[config.mk]
export PLATFORM = sky130hd
export DESIGN_NAME = upload_sequencer
export DESIGN_NICKNAME = d
export VERILOG_FILES = /design/src/rtl/upload_sequencer.sv
export SDC_FILE = /design/constraint.sdc
export NUM_CORES = 1
export LEC_CHECK = 0
export ABC_AREA = 1
export ABC_CLOCK_PERIOD_IN_PS = 7600
export CORE_ASPECT_RATIO = 2
export CORE_MARGIN = 2
export CORE_UTILIZATION = 27
export CTS_CLUSTER_SIZE = 20
export DETAILED_ROUTE_END_ITERATION = 8
export MAX_ROUTING_LAYER = met4
export REMOVE_ABC_BUFFERS = 1
export SETUP_SLACK_MARGIN = 0.15
export SLEW_MARGIN = 20
export SYNTH_ARGS = -nofsm -noshare
export SYNTH_HDL_FRONTEND = slang
export SYNTH_SLANG_ARGS = --single-unit
[constraint.sdc]
create_clock -name rclk -period 7.6 [get_ports rclk]
set_clock_uncertainty 0.2 [all_clocks]
set_input_delay 1.52 -clock rclk [delete_from_list [all_inputs] [get_ports rclk]]
set_output_delay 1.52 -clock rclk [all_outputs]
set_load 0.005 [all_outputs]
[src/rtl/upload_sequencer.sv]
// upload_sequencer: read-enable sequencer for the dual-bank capture FIFO (rclk domain).
// Define UPLOAD_SEQ_INTERLEAVE_EN to alternate A/B word by word instead of block-sequential reads.
module upload_sequencer #(
    parameter int WORDS      = 16384,
    parameter int CNT_W      = 15,
    parameter int GAP_CYCLES = 4
) (
    input  logic             rclk,
    input  logic             _mr,
    input  logic             start,
    input  logic             abort,
    input  logic             empty_a,
    input  logic             empty_b,
    output logic             _renA,
    output logic             _renB,
    output logic             busy,
    output logic             done,
    output logic             bank_sel,
    output logic [CNT_W-1:0] word_cnt
);

`ifdef UPLOAD_SEQ_INTERLEAVE_EN
    typedef enum logic [1:0] {S_IDLE, S_READ, S_DONE} state_t;
`else
    typedef enum logic [2:0] {S_IDLE, S_READ_A, S_GAP, S_READ_B, S_DONE} state_t;

    localparam int GAP_W = (GAP_CYCLES > 1) ? $clog2(GAP_CYCLES) : 1;
    localparam logic [GAP_W-1:0] GAP_LAST = (GAP_CYCLES > 0) ? GAP_W'(GAP_CYCLES - 1) : '0;

    logic [GAP_W-1:0] r_gap;
`endif

    localparam logic [CNT_W-1:0] LAST = CNT_W'(WORDS);

    state_t           r_state;
    logic             r_ren_a;
    logic             r_ren_b;
    logic             r_busy;
    logic             r_done;
    logic             r_bank_sel;
    logic [CNT_W-1:0] r_cnt;

    logic             w_rd_a;
    logic             w_rd_b;
    logic [CNT_W-1:0] w_cnt_up;

    // A word is taken only on an edge where the enable was low and the bank had data.
    // NOTE: every always_comb output is assigned on every path, so no latch is inferred.
    always_comb begin
        w_rd_a = !r_ren_a && !empty_a;
        w_rd_b = !r_ren_b && !empty_b;
`ifdef UPLOAD_SEQ_INTERLEAVE_EN
        w_cnt_up = r_cnt + CNT_W'(w_rd_b);
`else
        w_cnt_up = r_cnt + CNT_W'(w_rd_a | w_rd_b);
`endif
    end

    assign _renA    = r_ren_a;
    assign _renB    = r_ren_b;
    assign busy     = r_busy;
    assign done     = r_done;
    assign bank_sel = r_bank_sel;
    assign word_cnt = r_cnt;

`ifdef UPLOAD_SEQ_INTERLEAVE_EN
    // NOTE: state and registered outputs use non-blocking assignments so every
    // register samples the pre-edge values, independent of statement order.
    always_ff @(posedge rclk or negedge _mr) begin
        if (!_mr) begin
            r_state    <= S_IDLE;
            r_ren_a    <= 1'b1;
            r_ren_b    <= 1'b1;
            r_busy     <= 1'b0;
            r_done     <= 1'b0;
            r_bank_sel <= 1'b0;
            r_cnt      <= '0;
        end else begin
            r_done <= 1'b0;
            if (abort && r_state != S_IDLE) begin
                r_state <= S_IDLE;
                r_ren_a <= 1'b1;
                r_ren_b <= 1'b1;
                r_busy  <= 1'b0;
            end else begin
                case (r_state)
                    S_IDLE: begin
                        if (start && !abort) begin
                            r_state    <= S_READ;
                            r_busy     <= 1'b1;
                            r_bank_sel <= 1'b0;
                            r_cnt      <= '0;
                            r_ren_a    <= empty_a;
                            r_ren_b    <= 1'b1;
                        end
                    end
                    S_READ: begin
                        if (w_rd_a || w_rd_b) begin
                            r_bank_sel <= !r_bank_sel;
                            r_cnt      <= w_cnt_up;
                            if (w_rd_b && w_cnt_up == LAST) begin
                                r_state <= S_DONE;
                                r_done  <= 1'b1;
                                r_ren_a <= 1'b1;
                                r_ren_b <= 1'b1;
                            end else begin
                                // Hand over to the other bank; it waits if that bank is empty.
                                r_ren_a <= r_bank_sel ? empty_a : 1'b1;
                                r_ren_b <= r_bank_sel ? 1'b1 : empty_b;
                            end
                        end else begin
                            r_ren_a <= r_bank_sel ? 1'b1 : empty_a;
                            r_ren_b <= r_bank_sel ? empty_b : 1'b1;
                        end
                    end
                    S_DONE: begin
                        r_state <= S_IDLE;
                        r_busy  <= 1'b0;
                    end
                    default: begin
                        r_state <= S_IDLE;
                        r_ren_a <= 1'b1;
                        r_ren_b <= 1'b1;
                        r_busy  <= 1'b0;
                    end
                endcase
            end
        end
    end
`else
    // NOTE: state and registered outputs use non-blocking assignments so every
    // register samples the pre-edge values, independent of statement order.
    always_ff @(posedge rclk or negedge _mr) begin
        if (!_mr) begin
            r_state    <= S_IDLE;
            r_ren_a    <= 1'b1;
            r_ren_b    <= 1'b1;
            r_busy     <= 1'b0;
            r_done     <= 1'b0;
            r_bank_sel <= 1'b0;
            r_cnt      <= '0;
            r_gap      <= '0;
        end else begin
            r_done <= 1'b0;
            if (abort && r_state != S_IDLE) begin
                r_state <= S_IDLE;
                r_ren_a <= 1'b1;
                r_ren_b <= 1'b1;
                r_busy  <= 1'b0;
            end else begin
                case (r_state)
                    S_IDLE: begin
                        if (start && !abort) begin
                            r_state    <= S_READ_A;
                            r_busy     <= 1'b1;
                            r_bank_sel <= 1'b0;
                            r_cnt      <= '0;
                            r_ren_a    <= empty_a;
                        end
                    end
                    S_READ_A: begin
                        if (w_cnt_up == LAST) begin
                            r_cnt      <= '0;
                            r_bank_sel <= 1'b1;
                            r_ren_a    <= 1'b1;
                            r_gap      <= '0;
                            if (GAP_CYCLES == 0) begin
                                r_state <= S_READ_B;
                                r_ren_b <= empty_b;
                            end else begin
                                r_state <= S_GAP;
                            end
                        end else begin
                            r_cnt   <= w_cnt_up;
                            r_ren_a <= empty_a;
                        end
                    end
                    S_GAP: begin
                        if (r_gap == GAP_LAST) begin
                            r_state <= S_READ_B;
                            r_ren_b <= empty_b;
                        end else begin
                            r_gap <= r_gap + 1'b1;
                        end
                    end
                    S_READ_B: begin
                        r_cnt <= w_cnt_up;
                        if (w_cnt_up == LAST) begin
                            r_state <= S_DONE;
                            r_done  <= 1'b1;
                            r_ren_b <= 1'b1;
                        end else begin
                            r_ren_b <= empty_b;
                        end
                    end
                    S_DONE: begin
                        r_state <= S_IDLE;
                        r_busy  <= 1'b0;
                    end
                    default: begin
                        r_state <= S_IDLE;
                        r_ren_a <= 1'b1;
                        r_ren_b <= 1'b1;
                        r_busy  <= 1'b0;
                    end
                endcase
            end
        end
    end
`endif

endmodule
**Yosys cells after proc, flatten, opt, wreduce, memory -nomap -nowiden**

Cells that the tools add are included.

- Bits in registers: 25
- Input bits: 6
- Output and inout port bits: 20
- Word-level logic and storage cells: 81

- Add/sub/neg operators: 2
- Equal/unequal tests: 16
- Multiplexer cells: 29
- Bitwise operators: 2
- Reductions and logical operators: 24

Operators with widths:

| cell | number |
|---|---|
| $pmux 15 s3 | 1 |
| $mux 15 | 2 |
| $add 15x1->15 | 1 |
| $eq 15x15->1 const B | 1 |
| $mux 3 | 5 |
| $mux 1 | 13 |
| $ne 3x3->1 const B | 4 |
| $pmux 3 s4 | 1 |
| $reduce_and 4->1 | 3 |
| $reduce_or 3->1 | 3 |
| $eq 3x2->1 const B | 2 |
| $ne 2x1->1 const B | 3 |
| $ne 2x2->1 const B | 3 |
| $pmux 1 s3 | 2 |
| $reduce_and 2->1 | 3 |
| $reduce_bool 3->1 | 2 |
| $logic_not 1->1 | 5 |
| $logic_and 1x1->1 | 4 |
| $mux 2 | 2 |
| $pmux 1 s2 | 2 |
| $pmux 2 s2 | 1 |
| $reduce_bool 2->1 | 2 |
| $eq 3x1->1 const B | 1 |
| $eq 3x3->1 const B | 1 |
| 6 further kinds | 6 |

**Longest topological paths before layout**

- Depth in word-level cells: 8
- Depth in mapped cells: 17
- Depth with buffers taken out: 16

**Least setup slack after synthesis**

Ideal clock, no wire load.

- Path kind: input-to-reg
- Start: input port empty_a
- End: register r_cnt[0], in the netlist word_cnt[0]
- Library setup time: 0.117 ns
- Data arrival time: 3.260 ns
- Required time: 7.283 ns
- Setup slack: 4.022 ns
- Stages: 15
- Buffers on the path: 1
- Path through: o22ai_1 -> ha_1 -> ha_1 -> or2_2 -> nor2_1 -> nand3_1 -> nor2_1 -> nand2_1 -> nor2_4 -> nand2_4 -> nand2_4 -> nand2_4 -> buf_6 -> nand3_1 -> nand2_1

- Cells in the longest elaborated chain, start to end: 7

Ends and longest elaborated chain:

| element | RTL line | text |
|---|---|---|
| start: declaration | 12 | `input logic empty_a,` |
| $logic_not 1->1 * | 50 | `w_rd_a = !r_ren_a && !empty_a;` |
| $logic_and 1x1->1 * | 50 |  |
| $or 1x1->1 * | 55 | `w_cnt_up = r_cnt + CNT_W'(w_rd_a \| w_rd_b);` |
| $add 15x1->15 * | 55 |  |
| $eq 15x15->1 | 162 | `if (w_cnt_up == LAST) begin` |
| $mux 15 | 162 |  |
| $pmux 15 s3 * | 151 | `case (r_state)` |
| end signal: assignment | 174 | `r_cnt <= w_cnt_up;` |
| end signal: assignment | 187 | `r_cnt <= w_cnt_up;` |
| end: declaration | 41 | `logic [CNT_W-1:0] r_cnt;` |

Mark *: on every way between the ends. The rest lies on a longest branch, timed or not.
A chain may end at the register's enable or synchronous reset.

**Worst setup path in the final report**

- Start: input port empty_a
- End: register r_cnt[3], in the netlist word_cnt[3]

The elaborated chain is that of the path after synthesis.

==> results.sh <==
export IMPL_tns_ns=0
export IMPL_hold_depth=2
export IMPL_dr_first_iter_drc_count=51
export IMPL_grt_pass1_vias=1566
export IMPL_clock_path_buffers=2
export IMPL_routed_wl_mm=4.661
export IMPL_p_leak_nw=0.9890
export IMPL_peakVddDrop_mv=0.1035
export IMPL_die_x_um=59.85
export IMPL_holdCritPathClass="reg -> reg"
export IMPL_fmaxAchievable_ghz=0.2500
export IMPL_drc_errors=0
export IMPL_ys_warn_count=0
export IMPL_hp_start="r_gap[1]$_DFFE_PN0P_"
export IMPL_setup_violations=0
export IMPL_nets=286
export IMPL_cts_resized=0
export IMPL_cp_end_kind="flip-flop"
export IMPL_ys_top_cells_by_area="dfrtp_1 (34%), nand2_1 (20%), inv_1 (7.1%)"
export IMPL_critPathRequiredTime_ns=7.51
export IMPL_diodes=0
export IMPL_grt_overflow=0
export IMPL_path_max_fanout=15
export IMPL_die_y_um=115.7
export IMPL_antenna_found_initial=0
export IMPL_clk_pin_slew_ns=0.06
export IMPL_placed_cells=335
export IMPL_vias=1673
export IMPL_syn_cell_area_sq_um=1684
export IMPL_cp_data_arrival_time_ns=3.91
export IMPL_firstDrtPassIters=4
export IMPL_cts_tree="built"
export IMPL_start_util_pct=28.04
export IMPL_final_area_sq_um=2071
export IMPL_place_ws_ns=3.338
export IMPL_min_to="r_gap[1]$_DFFE_PN0P_"
export IMPL_finalHoldViolations=0
export IMPL_syn_inst=250
export IMPL_status="completed"
export IMPL_grtUsageTotal_pct=15.01
export IMPL_async_flop_share_pct=100.0
export IMPL_r2r_start="r_state[0]$_DFFE_PN0P_"
export IMPL_seq_area_frac_synth_pct=37.30
export IMPL_numClockSinks=25
export IMPL_io_pins=26
export IMPL_ff2ff_path_depth=11
export IMPL_synth_cell_type_count=27
export IMPL_drive_above_1_share_pct=6.884
export IMPL_synth_top_area_share_pct=34.18
export IMPL_synth_edf_count=0
export IMPL_coreArea_sq_um=6006
export IMPL_cts_root_buffer="clkbuf_16"
export IMPL_rsz0062_at_grt="false"
export IMPL_synth_largest_area_cell="dfrtp_1"
export IMPL_ys_dominant_reg_cell="dfrtp_1"
export IMPL_slew_headroom_pct=36.46
export IMPL_wire_per_inst_um=13.75
export IMPL_numCtsBuffers=3
export IMPL_rows=40
export IMPL_dp_hpwl_mm=3.690
export IMPL_period_minus_slack_ns=4.000
export IMPL_worst_pin_slew_ns=0.9480
export IMPL_report_final_slew_viol_count=0
export IMPL_r2r_setup_slack_ns=4.74
export IMPL_grt_pass1_wl_mm=7.500
export IMPL_ys_ff_latch=25
export IMPL_placed_area_sq_um=1992
export IMPL_clock_latency_ns=0.26
export IMPL_synth_area_per_cell_sq_um=6.736
export IMPL_h_tree_depth=1
export IMPL_worstReg2RegEnd="word_cnt[14]$_DFFE_PN0P_"
export IMPL_cellPowerDensity_nw_per_um2=255.2
export IMPL_maxCapViolCount=0
export IMPL_hold_buffers=0
export IMPL_synth_commonest_cells="nand2_1 (89), inv_1 (32), nor2_1 (29)"
export IMPL_fin_util_pct=34.48
export IMPL_post_cts_buffers=0
export IMPL_synth_most_common_cell="nand2_1"
export IMPL_stdcell_count=339
export IMPL_period_share_pct=52.64
export IMPL_avgViaCountPerCell=4.935
export IMPL_dieArea_sq_um=6923
export IMPL_routabilityCongestion=0.8911
export IMPL_startpoint_type="input pin"
export IMPL_worst_slack_ns=3.600
export IMPL_critPathKind="in -> reg"
export IMPL_grt_max_degree=26
export IMPL_synthToLayoutAreaGrowth_pct=22.96
export IMPL_io_buffers=25
export IMPL_ant_nets=0
metrics by stage:
step	total power (W)	hold slack (ns)
global placement	0.0004088	0.2753
finish	0.0005284	0.2872
floorplan	0.0003317	0.2459
detailed placement	0.0004123	0.2760
CTS	0.0005308	0.2920
global route	0.0005660	0.3375
power by group:
group	switching (W)	leakage, nW	internal, W
clock network	0.0000481	0.0382	0.0000718
registers	0.0000209	0.337	0.000154
logic	0.000158	0.614	0.0000750
registers in the layout, summed over array words and instances, names as in the netlist:
register  flops
_renA         1
_renB         1
bank_sel      1
busy          1
done          1
r_gap         2
r_state       3
word_cnt     15
kinds of logic (layout without fill, tap and decap cells):
group,after synthesis,in the layout,synth area share [%]
xor gates and xnor gates,2,2,1.040
buffers and inverters,37,63,9.064
DFF,25,25,37.30
and+or+nand+nor,166,166,44.87
adders and majority gates,3,3,2.229
AOI/OAI and AO/OA,17,17,5.498
worst max path at each step:
stage | from | depth (start not counted) | to | slack (ns)
after floorplan | empty_a | 14 | word_cnt[3]$_DFFE_PN0P_ | 4.07
after global placement | empty_a | 15 | word_cnt[9]$_DFFE_PN0P_ | 3.37
after detailed placement | empty_a | 15 | word_cnt[3]$_DFFE_PN0P_ | 3.34
after CTS | empty_a | 15 | word_cnt[3]$_DFFE_PN0P_ | 3.59
after global routing | empty_a | 17 | word_cnt[3]$_DFFE_PN0P_ | 3.34
final | empty_a | 15 | word_cnt[3]$_DFFE_PN0P_ | 3.60
worst max-delay path, stage by stage:
cell,delay (ns)
clkdlybuf4s50_1,0.42
o22ai_1,0.17
ha_1,0.21
ha_1,0.24
nand2_1,0.10
nor2_2,0.20
nand3_1,0.12
xor2_1,0.19
nand2_1,0.08
nor2_1,0.17
nand2_4,0.11
nand2_4,0.09
nand2_4,0.12
nand2_1,0.08
o21ai_0,0.07
cell usage in the layout, fill, tap and decap left out, types with 2 or more instances in the layout:
| cell type | Yosys | layout |
|---|---|---|
| nor3_1 | 5 | 5 |
| xor2_1 | 2 | 2 |
| inv_1 | 32 | 32 |
| nor2_1 | 29 | 29 |
| o31ai_1 | 2 | 2 |
| nand4_1 | 7 | 7 |
| a21oi_1 | 4 | 4 |
| nor2_4 | 4 | 4 |
| dfrtp_1 | 23 | 23 |
| o21ai_0 | 9 | 9 |
| clkbuf_16 | 0 | 3 |
| dfstp_2 | 2 | 2 |
| nor2_2 | 2 | 2 |
| nand2_4 | 3 | 3 |
| ha_1 | 3 | 3 |
| nand3_1 | 21 | 21 |
| nand2_1 | 89 | 89 |
| nand3b_1 | 2 | 2 |
| clkdlybuf4s50_1 | 0 | 25 |
metal layers:
layer | GRT usage (%) | vias to the layer above | share of wire [%]
met5 | - | - | 0
met4 | 8.148 | 0 | 4.0
met3 | 1.339 | 12 | 2.5
met2 | 27.68 | 37 | 59
met1 | 14.59 | 775 | 34
li1 | - | 849 | -
layout make-up:
class	instances	area [sq um]
Fill cell	653	3935
Multi-Input combinational cell	188	903.4
Sequential cell	25	628.1
Timing Repair Buffer	26	257.7
Inverter	33	123.9
Clock buffer	4	78.83
Tap cell	63	78.83
(Power assumes the default switching activity.)
